`src/rtl/k_means_iter_ctrl.sv`:
```
`default_nettype none
// ============================================================================
//  Module      : k_means_iter_ctrl
//  Description : Iteration sequencer for the k-means operator. Each iteration
//                loads the centroids, streams the data set and waits for the
//                centroid update. Host reads are chunked into descriptors that
//                never cross a MAX_XFER_BYTES boundary. The controller reports
//                done, convergence and the iteration count.
//                Optional macro KMEANS_ITER_CTRL_PERF_EN adds the busy-cycle
//                and read-stall performance counters.
//  Revision    : 1.0 - initial release
// ============================================================================
module k_means_iter_ctrl #(
    parameter int BEAT_BYTES       = 64,
    parameter int MAX_XFER_BYTES   = 4096,
    parameter int NUM_CLUSTER_BITS = 3,
    parameter int MAX_DEPTH_BITS   = 9
) (
    input  logic                      aclk,
    input  logic                      aresetn,
    input  logic                      start,
    input  logic                      abort,
    input  logic [NUM_CLUSTER_BITS:0] num_clusters,
    input  logic [MAX_DEPTH_BITS:0]   data_dim,
    input  logic [63:0]               data_set_size,
    input  logic [15:0]               max_iter,
    input  logic [31:0]               conv_thresh,
    input  logic [63:0]               cent_base,
    input  logic [63:0]               data_base,
    output logic                      rd_req_valid,
    input  logic                      rd_req_ready,
    output logic [63:0]               rd_req_addr,
    output logic [31:0]               rd_req_len,
    output logic                      rd_req_cent,
    input  logic                      dp_cent_done,
    input  logic                      dp_pass_done,
    input  logic                      upd_done,
    input  logic [31:0]               upd_delta,
    output logic                      iter_start,
    output logic                      busy,
    output logic                      done,
    output logic                      converged,
    output logic                      err,
    output logic [15:0]               iter_count
`ifdef KMEANS_ITER_CTRL_PERF_EN
    ,
    output logic [63:0]               perf_cycles,
    output logic [63:0]               perf_stall
`endif
);

    localparam logic [31:0] c_xfer_bytes = 32'(MAX_XFER_BYTES);
    localparam logic [31:0] c_xfer_mask  = c_xfer_bytes - 32'd1;
    localparam logic [63:0] c_beat_bytes = 64'(BEAT_BYTES);

    typedef enum logic [3:0] {
        S_IDLE      = 4'd0,
        S_CHECK     = 4'd1,
        S_ITER      = 4'd2,
        S_REQ_CENT  = 4'd3,
        S_WAIT_CENT = 4'd4,
        S_REQ_DATA  = 4'd5,
        S_WAIT_DATA = 4'd6,
        S_WAIT_UPD  = 4'd7,
        S_EVAL      = 4'd8,
        S_FIN       = 4'd9
    } state_t;

    state_t                    state_q, state_d;
    logic [NUM_CLUSTER_BITS:0] k_q, k_d;
    logic [MAX_DEPTH_BITS:0]   dim_q, dim_d;
    logic [63:0]               size_q, size_d;
    logic [15:0]               maxi_q, maxi_d;
    logic [31:0]               thresh_q, thresh_d;
    logic [63:0]               cbase_q, cbase_d;
    logic [63:0]               dbase_q, dbase_d;
    logic [63:0]               addr_q, addr_d;
    logic [63:0]               rem_q, rem_d;
    logic                      pend_q, pend_d;
    logic [31:0]               delta_q, delta_d;
    logic [15:0]               iter_q, iter_d;
    logic                      busy_q, busy_d;
    logic                      done_q, done_d;
    logic                      conv_q, conv_d;
    logic                      err_q, err_d;
`ifdef KMEANS_ITER_CTRL_PERF_EN
    logic [63:0]               perf_cycles_q, perf_cycles_d;
    logic [63:0]               perf_stall_q, perf_stall_d;
`endif

    logic [31:0] w_chunk;
    logic [31:0] w_len;
    logic [31:0] w_cent_bytes;
    logic [63:0] w_data_bytes;
    logic        w_in_req;
    logic        w_hs;
    logic        w_last;

    // Room left before the next transfer boundary bounds each descriptor
    assign w_chunk      = c_xfer_bytes - (addr_q[31:0] & c_xfer_mask);
    assign w_len        = (rem_q < {32'd0, w_chunk}) ? rem_q[31:0] : w_chunk;
    assign w_cent_bytes = 32'(k_q) * 32'(dim_q) * 32'd4;
    assign w_data_bytes = size_q * c_beat_bytes;
    assign w_in_req     = (state_q == S_REQ_CENT) || (state_q == S_REQ_DATA);
    assign w_hs         = rd_req_valid && rd_req_ready;
    assign w_last       = w_hs && (rem_q == {32'd0, w_len});

    assign rd_req_valid = w_in_req && (rem_q != 64'd0);
    assign rd_req_addr  = addr_q;
    assign rd_req_len   = w_len;
    assign rd_req_cent  = (state_q == S_REQ_CENT);
    assign iter_start   = (state_q == S_ITER);
    assign busy         = busy_q;
    assign done         = done_q;
    assign converged    = conv_q;
    assign err          = err_q;
    assign iter_count   = iter_q;
`ifdef KMEANS_ITER_CTRL_PERF_EN
    assign perf_cycles  = perf_cycles_q;
    assign perf_stall   = perf_stall_q;
`endif

    // Next-state, descriptor walk and status bookkeeping
    always_comb begin
        state_d  = state_q;
        k_d      = k_q;
        dim_d    = dim_q;
        size_d   = size_q;
        maxi_d   = maxi_q;
        thresh_d = thresh_q;
        cbase_d  = cbase_q;
        dbase_d  = dbase_q;
        addr_d   = addr_q;
        rem_d    = rem_q;
        pend_d   = pend_q;
        delta_d  = delta_q;
        iter_d   = iter_q;
        busy_d   = busy_q;
        done_d   = done_q;
        conv_d   = conv_q;
        err_d    = err_q;

        case (state_q)
            S_IDLE: begin
                if (start) begin
                    k_d      = num_clusters;
                    dim_d    = data_dim;
                    size_d   = data_set_size;
                    maxi_d   = (max_iter == 16'd0) ? 16'd1 : max_iter;
                    thresh_d = conv_thresh;
                    cbase_d  = cent_base;
                    dbase_d  = data_base;
                    done_d   = 1'b0;
                    err_d    = 1'b0;
                    conv_d   = 1'b0;
                    iter_d   = 16'd0;
                    busy_d   = 1'b1;
                    state_d  = S_CHECK;
                end
            end
            S_CHECK: begin
                if ((k_q == '0) || (dim_q == '0) || (size_q == 64'd0)) begin
                    err_d   = 1'b1;
                    state_d = S_FIN;
                end else begin
                    state_d = S_ITER;
                end
            end
            S_ITER: begin
                rem_d   = {32'd0, w_cent_bytes};
                addr_d  = cbase_q;
                pend_d  = 1'b0;
                state_d = S_REQ_CENT;
            end
            S_REQ_CENT, S_REQ_DATA: begin
                if (rem_q == 64'd0) begin
                    state_d = (state_q == S_REQ_CENT) ? S_WAIT_CENT : S_WAIT_DATA;
                end else if (w_hs) begin
                    addr_d = addr_q + {32'd0, w_len};
                    rem_d  = rem_q - {32'd0, w_len};
                    if (w_last) begin
                        // A completion pulse coincident with the final grant is kept
                        if (state_q == S_REQ_CENT) begin
                            pend_d  = dp_cent_done;
                            state_d = S_WAIT_CENT;
                        end else begin
                            pend_d  = dp_pass_done;
                            state_d = S_WAIT_DATA;
                        end
                    end
                end
            end
            S_WAIT_CENT: begin
                if (dp_cent_done || pend_q) begin
                    pend_d  = 1'b0;
                    rem_d   = w_data_bytes;
                    addr_d  = dbase_q;
                    state_d = S_REQ_DATA;
                end
            end
            S_WAIT_DATA: begin
                if (dp_pass_done || pend_q) begin
                    pend_d  = 1'b0;
                    state_d = S_WAIT_UPD;
                end
            end
            S_WAIT_UPD: begin
                if (upd_done) begin
                    delta_d = upd_delta;
                    if (iter_q != 16'hFFFF) begin
                        iter_d = iter_q + 16'd1;
                    end
                    state_d = S_EVAL;
                end
            end
            S_EVAL: begin
                if (delta_q <= thresh_q) begin
                    conv_d  = 1'b1;
                    state_d = S_FIN;
                end else if (iter_q == maxi_q) begin
                    conv_d  = 1'b0;
                    state_d = S_FIN;
                end else begin
                    state_d = S_ITER;
                end
            end
            S_FIN: begin
                done_d  = 1'b1;
                busy_d  = 1'b0;
                state_d = S_IDLE;
            end
            default: begin
                state_d = S_IDLE;
            end
        endcase

        // Abort wins over any handshake or completion seen in the same cycle
        if (abort && (state_q != S_IDLE) && (state_q != S_FIN)) begin
            addr_d  = addr_q;
            rem_d   = rem_q;
            pend_d  = pend_q;
            delta_d = delta_q;
            iter_d  = iter_q;
            err_d   = err_q;
            conv_d  = 1'b0;
            state_d = S_FIN;
        end
    end

`ifdef KMEANS_ITER_CTRL_PERF_EN
    // Performance counters clear on an accepted start and otherwise accumulate
    always_comb begin
        perf_cycles_d = perf_cycles_q;
        perf_stall_d  = perf_stall_q;
        if ((state_q == S_IDLE) && start) begin
            perf_cycles_d = 64'd0;
            perf_stall_d  = 64'd0;
        end else begin
            if (busy_q) begin
                perf_cycles_d = perf_cycles_q + 64'd1;
            end
            if (rd_req_valid && !rd_req_ready) begin
                perf_stall_d = perf_stall_q + 64'd1;
            end
        end
    end

    // Performance counter registers
    always_ff @(posedge aclk or negedge aresetn) begin
        if (!aresetn) begin
            perf_cycles_q <= 64'd0;
            perf_stall_q  <= 64'd0;
        end else begin
            perf_cycles_q <= perf_cycles_d;
            perf_stall_q  <= perf_stall_d;
        end
    end
`endif

    // State and datapath registers
    always_ff @(posedge aclk or negedge aresetn) begin
        if (!aresetn) begin
            state_q  <= S_IDLE;
            k_q      <= '0;
            dim_q    <= '0;
            size_q   <= 64'd0;
            maxi_q   <= 16'd0;
            thresh_q <= 32'd0;
            cbase_q  <= 64'd0;
            dbase_q  <= 64'd0;
            addr_q   <= 64'd0;
            rem_q    <= 64'd0;
            pend_q   <= 1'b0;
            delta_q  <= 32'd0;
            iter_q   <= 16'd0;
            busy_q   <= 1'b0;
            done_q   <= 1'b0;
            conv_q   <= 1'b0;
            err_q    <= 1'b0;
        end else begin
            state_q  <= state_d;
            k_q      <= k_d;
            dim_q    <= dim_d;
            size_q   <= size_d;
            maxi_q   <= maxi_d;
            thresh_q <= thresh_d;
            cbase_q  <= cbase_d;
            dbase_q  <= dbase_d;
            addr_q   <= addr_d;
            rem_q    <= rem_d;
            pend_q   <= pend_d;
            delta_q  <= delta_d;
            iter_q   <= iter_d;
            busy_q   <= busy_d;
            done_q   <= done_d;
            conv_q   <= conv_d;
            err_q    <= err_d;
        end
    end

endmodule
`default_nettype wire

```
`config.mk`:
```
export PLATFORM = sky130hd
export DESIGN_NAME = k_means_iter_ctrl
export DESIGN_NICKNAME = d
export VERILOG_FILES = /design/src/rtl/k_means_iter_ctrl.sv
export SDC_FILE = /design/constraint.sdc
export NUM_CORES = 1
export LEC_CHECK = 0
export CORE_MARGIN = 1
export CORE_UTILIZATION = 45
export DETAILED_ROUTE_END_ITERATION = 8
export GPL_TIMING_DRIVEN = 0
export MAX_ROUTING_LAYER = met4
export PLACE_DENSITY = 0.7
export SLEW_MARGIN = 10
export SYNTH_ARGS = -nofsm -noshare
export SYNTH_HDL_FRONTEND = slang
export SYNTH_SLANG_ARGS = --single-unit
```
`constraint.sdc`:
```
create_clock -name aclk -period 9.8 [get_ports aclk]
set_input_delay 1.47 -clock aclk [delete_from_list [all_inputs] [get_ports aclk]]
set_output_delay 1.47 -clock aclk [all_outputs]
set_load 0.1 [all_outputs]
```
; Word-level counts from Yosys, hierarchy flattened
; Cells that the tools add are included.
; Widths: inputs -> output; s select.
[totals]
elab_cells = 132
output_inout_bits = 119
inputBits = 294
regBits = 439
[classes]
mul = 1
addsub = 4
order_cmp = 2
mux = 44
bitwise = 1
eq_ne = 29
reduce_logical = 34
[op_table]
columns = operator, n
row1 = $mux 64, 6
row2 = $pmux 64 s3, 2
row3 = $logic_not 64->1, 2
row4 = $add 64x32->64, 1
row5 = $eq 64x32->1, 1
row6 = $lt 64x32->1, 1
row7 = $mux 16, 4
row8 = $reduce_bool 64->1, 1
row9 = $sub 64x32->64, 1
row10 = $mux 4, 11
row11 = $le 32x32->1, 1
row12 = $mux 32, 1
row13 = $pmux 16 s2, 1
row14 = $pmux 4 s8, 1
row15 = $ne 2x2->1 const B, 9
row16 = $add 16x1->16 const B, 1
row17 = $eq 16x16->1, 1
row18 = $eq 4x3->1 const B, 4
row19 = $logic_not 16->1, 1
row20 = $ne 16x16->1 const B, 1
row21 = $ne 4x4->1 const B, 4
row22 = $mul 4x10->14, 1
row23 = $sub 13x12->14 const A, 1
row24 = $mux 1, 12
row25 = other kinds (22), 46

; Logic depth before layout (Yosys ltp)
; Gate-level depths: netlist (run 1).
[depth]
ltp_word = 10
depth_mapped = 28
depth_no_buf = 26

; Worst setup path before layout (run 1)
; OpenSTA, ideal clock, no wires.
[synth_path]
kind = flip-flop to flip-flop
start = register addr_q[0] (netlist: rd_req_addr[0])
end = register addr_q[36] (netlist: rd_req_addr[36])
period_less_slack_ps = 7603
path_buffers = 2
required_ps = 9718
t_arrival_ps = 7521
path_stages_with_launch = 26
setup_time_ps = 82
setup_slack_ps = 2197
cell_sequence = dfrtp_1 inv_1 ha_1 nand2_1 nor3_1 xnor2_1 inv_1 ha_1 nor2b_1 o21ai_0 nand2b_1 a2111oi_4 o21ai_2 buf_6 mux2i_1 ha_1 fa_1 a211oi_1 o211ai_1 a221oi_1 a211o_1 a31oi_1 clkbuf_1 nand3_1 o31a_1 o22ai_1
[synth_between]
elab_chain_len = 7
[synth_lines]
columns = element, line
row1 = "start, declared", 77  ; logic [63:0] addr_q, addr_d;
row2 = "start signal, assigned", 309  ; addr_q <= addr_d;
row3 = $sub 13x12->14 *, 100  ; assign w_chunk = c_xfer_bytes - (addr_q[31:0] & c_xfer_mask);
row4 = $lt 64x32->1, 101  ; assign w_len = (rem_q < {32'd0, w_chunk}) ? rem_q[31:0] : w_chunk;
row5 = $mux 32 *, 101
row6 = via rd_req_len[0], 33  ; output logic [31:0] rd_req_len,
row7 = $add 64x32->64 *, 179  ; addr_d = addr_q + {32'd0, w_len};
row8 = $mux 64 *, 178  ; end else if (w_hs) begin
row9 = $mux 64 *, 176  ; if (rem_q == 64'd0) begin
row10 = $pmux 64 s3 *, 143  ; case (state_q)
; The timed path passes the listed nets; every way through them passes the cells marked *. The select of a mux whose other input is x is not followed.
; A chain may end at the register's enable or synchronous reset.

; Worst setup path after layout (run 1)
[layout_path]
start = register rem_q[58]
end = register addr_q[40] (netlist: rd_req_addr[40])
[layout_between]
elab_chain_len = 6
elab_cells_between_ends = 13
cone_classes = add/sub (1) / order compare (1) / eq/ne (2) / mux (4) / reduce/logical (5)
[layout_lines]
columns = element, line
row1 = "start, declared", 78  ; logic [63:0] rem_q, rem_d;
row2 = "start signal, assigned", 310  ; rem_q <= rem_d;
row3 = $lt 64x32->1, 101
row4 = $mux 32, 101
row5 = $add 64x32->64, 179
row6 = $mux 64, 178
row7 = $mux 64, 176
row8 = $pmux 64 s3, 143
; Parallel ways exist; a longest one is shown, timed or not. The select of a mux whose other input is x is not followed.

==> results of run 1 <==
-- stage by stage --
stage | hold WS [ns] | setup WS, ns | power [W] | cells
CTS | 0.470 | 2.97 | 0.0123 | 4350
finish | 0.472 | 2.83 | 0.0124 | 4354
floorplan | 0.437 | 2.20 | 0.00809 | 3106
detailed placement | 0.456 | 3.04 | 0.0103 | 4259
global route | 0.493 | 2.39 | 0.0131 | 4353
global placement | 0.452 | -12.71 | 0.0102 | 4255
-- critical path, stage by stage, from the launching register on --
cell       delay (ns)
dfrtp_1          0.42
nor4_1           0.61
nand4b_1         0.19
nor3_1           0.85
nand2_2          0.23
a2111oi_4        0.38
o21ai_2          0.19
buf_6            0.20
mux2i_1          0.36
ha_1             0.29
fa_1             0.25
a211oi_1         0.11
o211ai_1         0.22
a221oi_1         0.18
a211o_1          0.36
a31oi_1          0.91
clkbuf_1         0.51
nand3_1          0.18
o31a_1           0.29
o21ai_0          0.16
-- layout make-up --
| class | count | area, µm² | area share |
|---|---|---|---|
| clock buffers | 67 | 1440 | 0.0438 |
| plain buffers | 194 | 833 | 0.0254 |
| diodes | 4 | 10.0 | 0.000306 |
| inverters | 89 | 334 | 0.0102 |
| repair buffers | 397 | 4050 | 0.124 |
| flip-flops and latches | 439 | 11000 | 0.336 |
| clock inverters | 24 | 284 | 0.00867 |
| well taps | 756 | 946 | 0.0289 |
| multi-input cells | 2384 | 13900 | 0.423 |
-- synth_stat cells, types with 7 or more instances --
| cell type | count |
|---|---|
| buf_2 | 18 |
| o21a_1 | 15 |
| nand4_1 | 44 |
| a41oi_1 | 11 |
| o2bb2ai_1 | 7 |
| and2_1 | 22 |
| mux2i_1 | 19 |
| o21bai_1 | 9 |
| mux2_4 | 7 |
| inv_1 | 89 |
| nand2_1 | 890 |
| nor2_1 | 156 |
| o22ai_1 | 11 |
| o21ai_0 | 170 |
| o311ai_0 | 17 |
| nand3_1 | 59 |
| ha_1 | 113 |
| xnor2_1 | 45 |
| a211oi_1 | 14 |
| a22oi_1 | 29 |
| or3_1 | 28 |
| a31oi_1 | 27 |
| o31ai_1 | 10 |
| nor3_1 | 53 |
| nor4_1 | 47 |
| nand2b_1 | 14 |
| mux2_2 | 36 |
| or2_2 | 8 |
| buf_4 | 20 |
| a21o_1 | 37 |
| or4_1 | 16 |
| clkbuf_1 | 152 |
| dfrtp_1 | 439 |
| nor2b_1 | 12 |
| o211ai_1 | 27 |
| o31a_1 | 12 |
| a32oi_1 | 12 |
| a221oi_1 | 30 |
| fa_1 | 18 |
| xor2_1 | 37 |
| and3_1 | 42 |
| a21oi_1 | 143 |
| o41ai_1 | 10 |
-- flip-flops by register name, summed over array words and instances (netlist names), 4 cells and up --
register,flops
cbase_q,64
rem_q,64
iter_count,16
k_q,4
dbase_q,64
delta_q,32
state_q,4
dim_q,10
rd_req_addr,64
thresh_q,32
size_q,64
maxi_q,16
-- cells by family after synthesis --
| logic type | after synthesis | synth area share |
|---|---|---|
| DFF | 439 | 0.424 |
| adders and majority gates | 131 | 0.0686 |
| AOI/OAI and AO/OA | 650 | 0.166 |
| muxes | 62 | 0.0271 |
| xor gates and xnor gates | 82 | 0.0278 |
| other | 1 | 0.000145 |
| and+or+nand+nor | 1421 | 0.241 |
| buffers and inverters | 283 | 0.0451 |
-- power groups by stage --
| stage | Sequential (W) | Clock [W] | Combinational, W |
|---|---|---|---|
| detailed placement | 0.00330 | 0 | 0.00696 |
| global placement | 0.00330 | 0 | 0.00690 |
| global route | 0.00338 | 0.00206 | 0.00768 |
| finish | 0.00332 | 0.00197 | 0.00713 |
| floorplan | 0.00390 | 0 | 0.00419 |
| CTS | 0.00328 | 0.00199 | 0.00700 |
-- worst max path at each step --
stage,start,slack [ns],to
after floorplan,rd_req_addr[0],2.20,rd_req_addr[36]
after global placement,aresetn,-12.71,size_q[50]
after detailed placement,rd_req_addr[2],3.04,rd_req_addr[40]
after CTS,rd_req_addr[2],2.97,rd_req_addr[40]
after global routing,rd_req_addr[2],2.39,rd_req_addr[40]
final,rem_q[58],2.83,rd_req_addr[40]
-- routing by layer --
layer	part of all wire	vias to the layer above	track usage
li1	-	11700	-
met1	0.41	12000	0.442
met2	0.44	1277	0.503
met3	0.10	249	0.0606
met4	0.047	0	0.143
met5	0	-	-
==> metrics, run 1 <==
cell area after synthesis=between 20000 and 30000 µm²; GRT Util Overall=0.334; placed cell areas=31000 µm²; P_sw=0.00642 W; Post-synth EDFFs=0; commonest cells after routing, fill and taps aside=nand2_1, dfrtp_1, clkdlybuf4s50_1; MaxCap Viol Count=0; CP Max Fanout=10; number of global-route vias before repair=24000; vias per cell=5.79; post-synth top area cell=dfrtp_1; CTS Sinks=439; layout cells sized above 1=0.0529; Sw Ratio=0.517; cts bufs inserted=50; WP data arrival=around 7.5 ns; required time of the critical path=around 10 ns; Post-synth top flop=dfrtp_1; hold crit path type=register to register; Die Footprint=a little under 60000 µm²; area share of the largest cell type after synthesis=0.424; RSZ-0062 raised after global routing=no; total setup buffers inserted after CTS=0; drt pass-1 iters=7; setup violators final=0; DR vias=25200; power density cells=379 nW/µm²; crit path kind=register to register; P&R area growth vs syn=26.5%; commonest non-fill, non-tap cell in the layout=nand2_1; outcome=finished, final reports clean; clk_skew=0.0328 ns; period utilization=0.711; design area=32700 µm²; GPL Wtd Cong=roughly 1.0; Static Leak=around 15 nW; nets=3980; Port Buffer Count=between 300 and 400; total congestion overflow=0; Clk network pwr share=0.159; CP startpoint kind=register; synth top area cells=dfrtp_1, nand2_1, ha_1; synth unique cells=a little over 80; Starting DRT DRC Count=between 2000 and 3000; first-pass GRT wire length=between 100000 and 150000 µm; initial antenna violation count=3; Fill cells=~5200; Period minus WS final=6.97 ns; Worst slew margin=0.102; Longest Clk Path Bufs=3; cells after synthesis=3069; Top Ports=around 410; share of power burned in registers=0.267; Worst Hold Launch=cbase_q[34]; measured slew at the worst slew-check pin=1.33 ns; Int Pwr=between 0.005 and 0.006 W; core box area=between 50000 and 60000 µm²; f_max=143 MHz; Avg Inst Size Synth=8.43 µm²; hold_buf cts=0; Combinational Power Share=0.574; Hold EP=cbase_q[34]; largest net degree at the start of global routing=108; r2r worst-path depth=19; Clk Latency, worst-skew pair=0.62 ns; Setup TNS=0 ns; num rows=87; YS warnings=0; Slew Limit Fails=0; ys async rst share=1.00; Die X=242 µm; post-synthesis register bit count=between 400 and 500; cell depth of the worst hold path=2; R2R setup slack=2.83 ns; FF-to-FF Start=rem_q[58]; H-tree depth=2; clock-pin slew of the registers on the worst-case setup and hold paths=0.06 ns; CTS tree=yes; maximum vdd drop=0.227 mV; overall routed net length=96900 µm; wire per inst=22.2 µm; final hold viol count=0; CTS root buf=clkbuf_16; Remaining DRCs=0; R2R Path End=rd_req_addr[40]; Routed Antenna Nets=0; DP HPWL=71600 µm; Die H=between 200 and 250 µm; sequential area share after synthesis=0.424; CP endpoint kind=register; Initial Util=0.457; final core utilization=0.578; CTS resizes=0
(Power assumes the default switching activity.)
==> run 2, diff against run 1 <==
Clock period 9.8 ns to 7.24 ns, I/O delays scaled along.
==> metrics, run 2 (synthesis gave the netlist of run 1 again) <==
non-filler instance count after layout=4355; share of power burned in registers=0.266; Die X=242 µm; hold crit path type=input pin to async pin; PnR worst setup slack=around 0.63 ns; commonest non-fill, non-tap cell in the layout=nand2_1; P&R area growth vs syn=26.6%; Int Pwr=0.00813 W; setup violators final=0; Die H=242 µm; Static Leak=15.2 nW; clk_skew=between 0.03 and 0.04 ns; measured slew at the worst slew-check pin=1.25 ns; outcome=finished, final reports clean; nets=3981; Top Ports=a little over 400; buffer and inverter count on the worst path=2; Worst slew margin=0.168; Sw Ratio=0.519; period utilization=0.914; pre-CTS setup slack=0.470 ns; DP HPWL=72800 µm; CP endpoint kind=register; wire per inst=approximately 23 µm; Clk network pwr share=0.159; core box area=between 50000 and 60000 µm²; vias per cell=between 5 and 6; CTS tree=yes; initial antenna violation count=4; CTS root buf=clkbuf_16; total setup buffers inserted after CTS=0; total congestion overflow=0; Combinational Power Share=0.575; required time of the critical path=7.75 ns; GPL Wtd Cong=slightly above 1; overall routed net length=98100 µm; Longest Clk Path Bufs=3; Port Buffer Count=393; drt pass-1 iters=5; CTS resizes=0; R2R setup slack=0.63 ns; Top delay family on crit path=compound AO/OA/AOI/OAI gates; Slew Limit Fails=0; CP startpoint kind=register; MaxCap Viol Count=0; P_sw=a little under 0.009 W; H-tree depth=2; Crit path top cell by count=nor2_1; final hold viol count=0; f_max=151 MHz; Fill cells=roughly 5300; maximum vdd drop=0.377 mV; num rows=87; CP Max Fanout=10; Starting DRT DRC Count=between 2000 and 2500; clock-pin slew of the registers on the worst-case setup and hold paths=0.06 ns; cts bufs inserted=51; GRT Util Overall=0.341; Die Footprint=58500 µm²; Period minus WS final=approximately 6.6 ns; number of global-route vias before repair=24500; final core utilization=0.579; crit-path max cell delay=0.52 ns; Remaining DRCs=0; CTS Sinks=about 440; commonest cells after routing, fill and taps aside=nand2_1, dfrtp_1, clkdlybuf4s50_1; power density cells=~520 nW/µm²; sequential cell area=11000 µm²; RSZ-0062 raised after global routing=no; slowest stage cell, crit path=or4_1; Initial Util=0.457; largest net degree at the start of global routing=approximately 110; DR vias=25200; first-pass GRT wire length=between 100000 and 150000 µm; layout cells sized above 1=0.0531; placed cells=4259; WP data arrival=7.13 ns; crit path kind=register to register; area of the multi-input gates=about 14000 µm²; hold_buf cts=0; Routed Antenna Nets=0; Clk Latency, worst-skew pair=between 0.6 and 0.7 ns
-- run 2: changes by cell type in the layout (fill, tap and decap cells not counted), moves of 2 or more --
| cell | change |
|---|---|
| clkbuf_16 | +2 |
| clkbuf_1 | +3 |
| clkinvlp_4 | +3 |
| clkinv_2 | -4 |
-- run 2: path summary, 6_finish.rpt --
| kind | cells after the start | to | start |
|---|---|---|---|
| worst min-delay path | 1 | dbase_q[16] | aresetn |
| min in group aclk | 2 | cbase_q[40] | cbase_q[40] |
| worst min register to register | 2 | cbase_q[40] | cbase_q[40] |
| worst max register to register | 26 | rd_req_addr[30] | rd_req_addr[2] |
| worst max-delay path | 26 | rd_req_addr[30] | rd_req_addr[2] |
| max in group asynchronous | 3 | size_q[63] | aresetn |
-- run 2: area by class of cell --
cell class,instances,area share
Multi-Input combinational cell,2384,0.424
Sequential cell,439,0.335
Timing Repair Buffer,397,0.124
Clock buffer,72,0.0457
Tap cell,756,0.0289
Buffer,194,0.0254
Inverter,89,0.0102
Clock inverter,20,0.00695
Antenna cell,4,0.000306
-- run 2: through the flow --
step           area (µm²)  setup TNS (ns)  hold slack, ns  total power (W)
6_report            32800               0           0.457           0.0169
5_1_grt             32800               0           0.498           0.0178
4_1_cts             32700               0           0.463           0.0167
3_5_place_dp        31000               0           0.454           0.0140
3_3_place_gp        30900        -6567.74           0.452           0.0139
2_1_floorplan       26000               0           0.437           0.0110
-- run 2: power groups by stage --
| stage | registers (W) | logic (W) | clock network (W) |
|---|---|---|---|
| floorplan | 0.00528 | 0.00568 | 0 |
| global placement | 0.00447 | 0.00940 | 0 |
| CTS | 0.00444 | 0.00954 | 0.00270 |
| detailed placement | 0.00447 | 0.00949 | 0 |
| finish | 0.00449 | 0.00972 | 0.00269 |
| global route | 0.00458 | 0.0105 | 0.00280 |
-- run 2: per-layer routing --
layer,routed length [µm],track usage
met1,41200,0.451
met4,4020,0.134
met5,0,-
met3,8010,0.0502
met2,44900,0.527
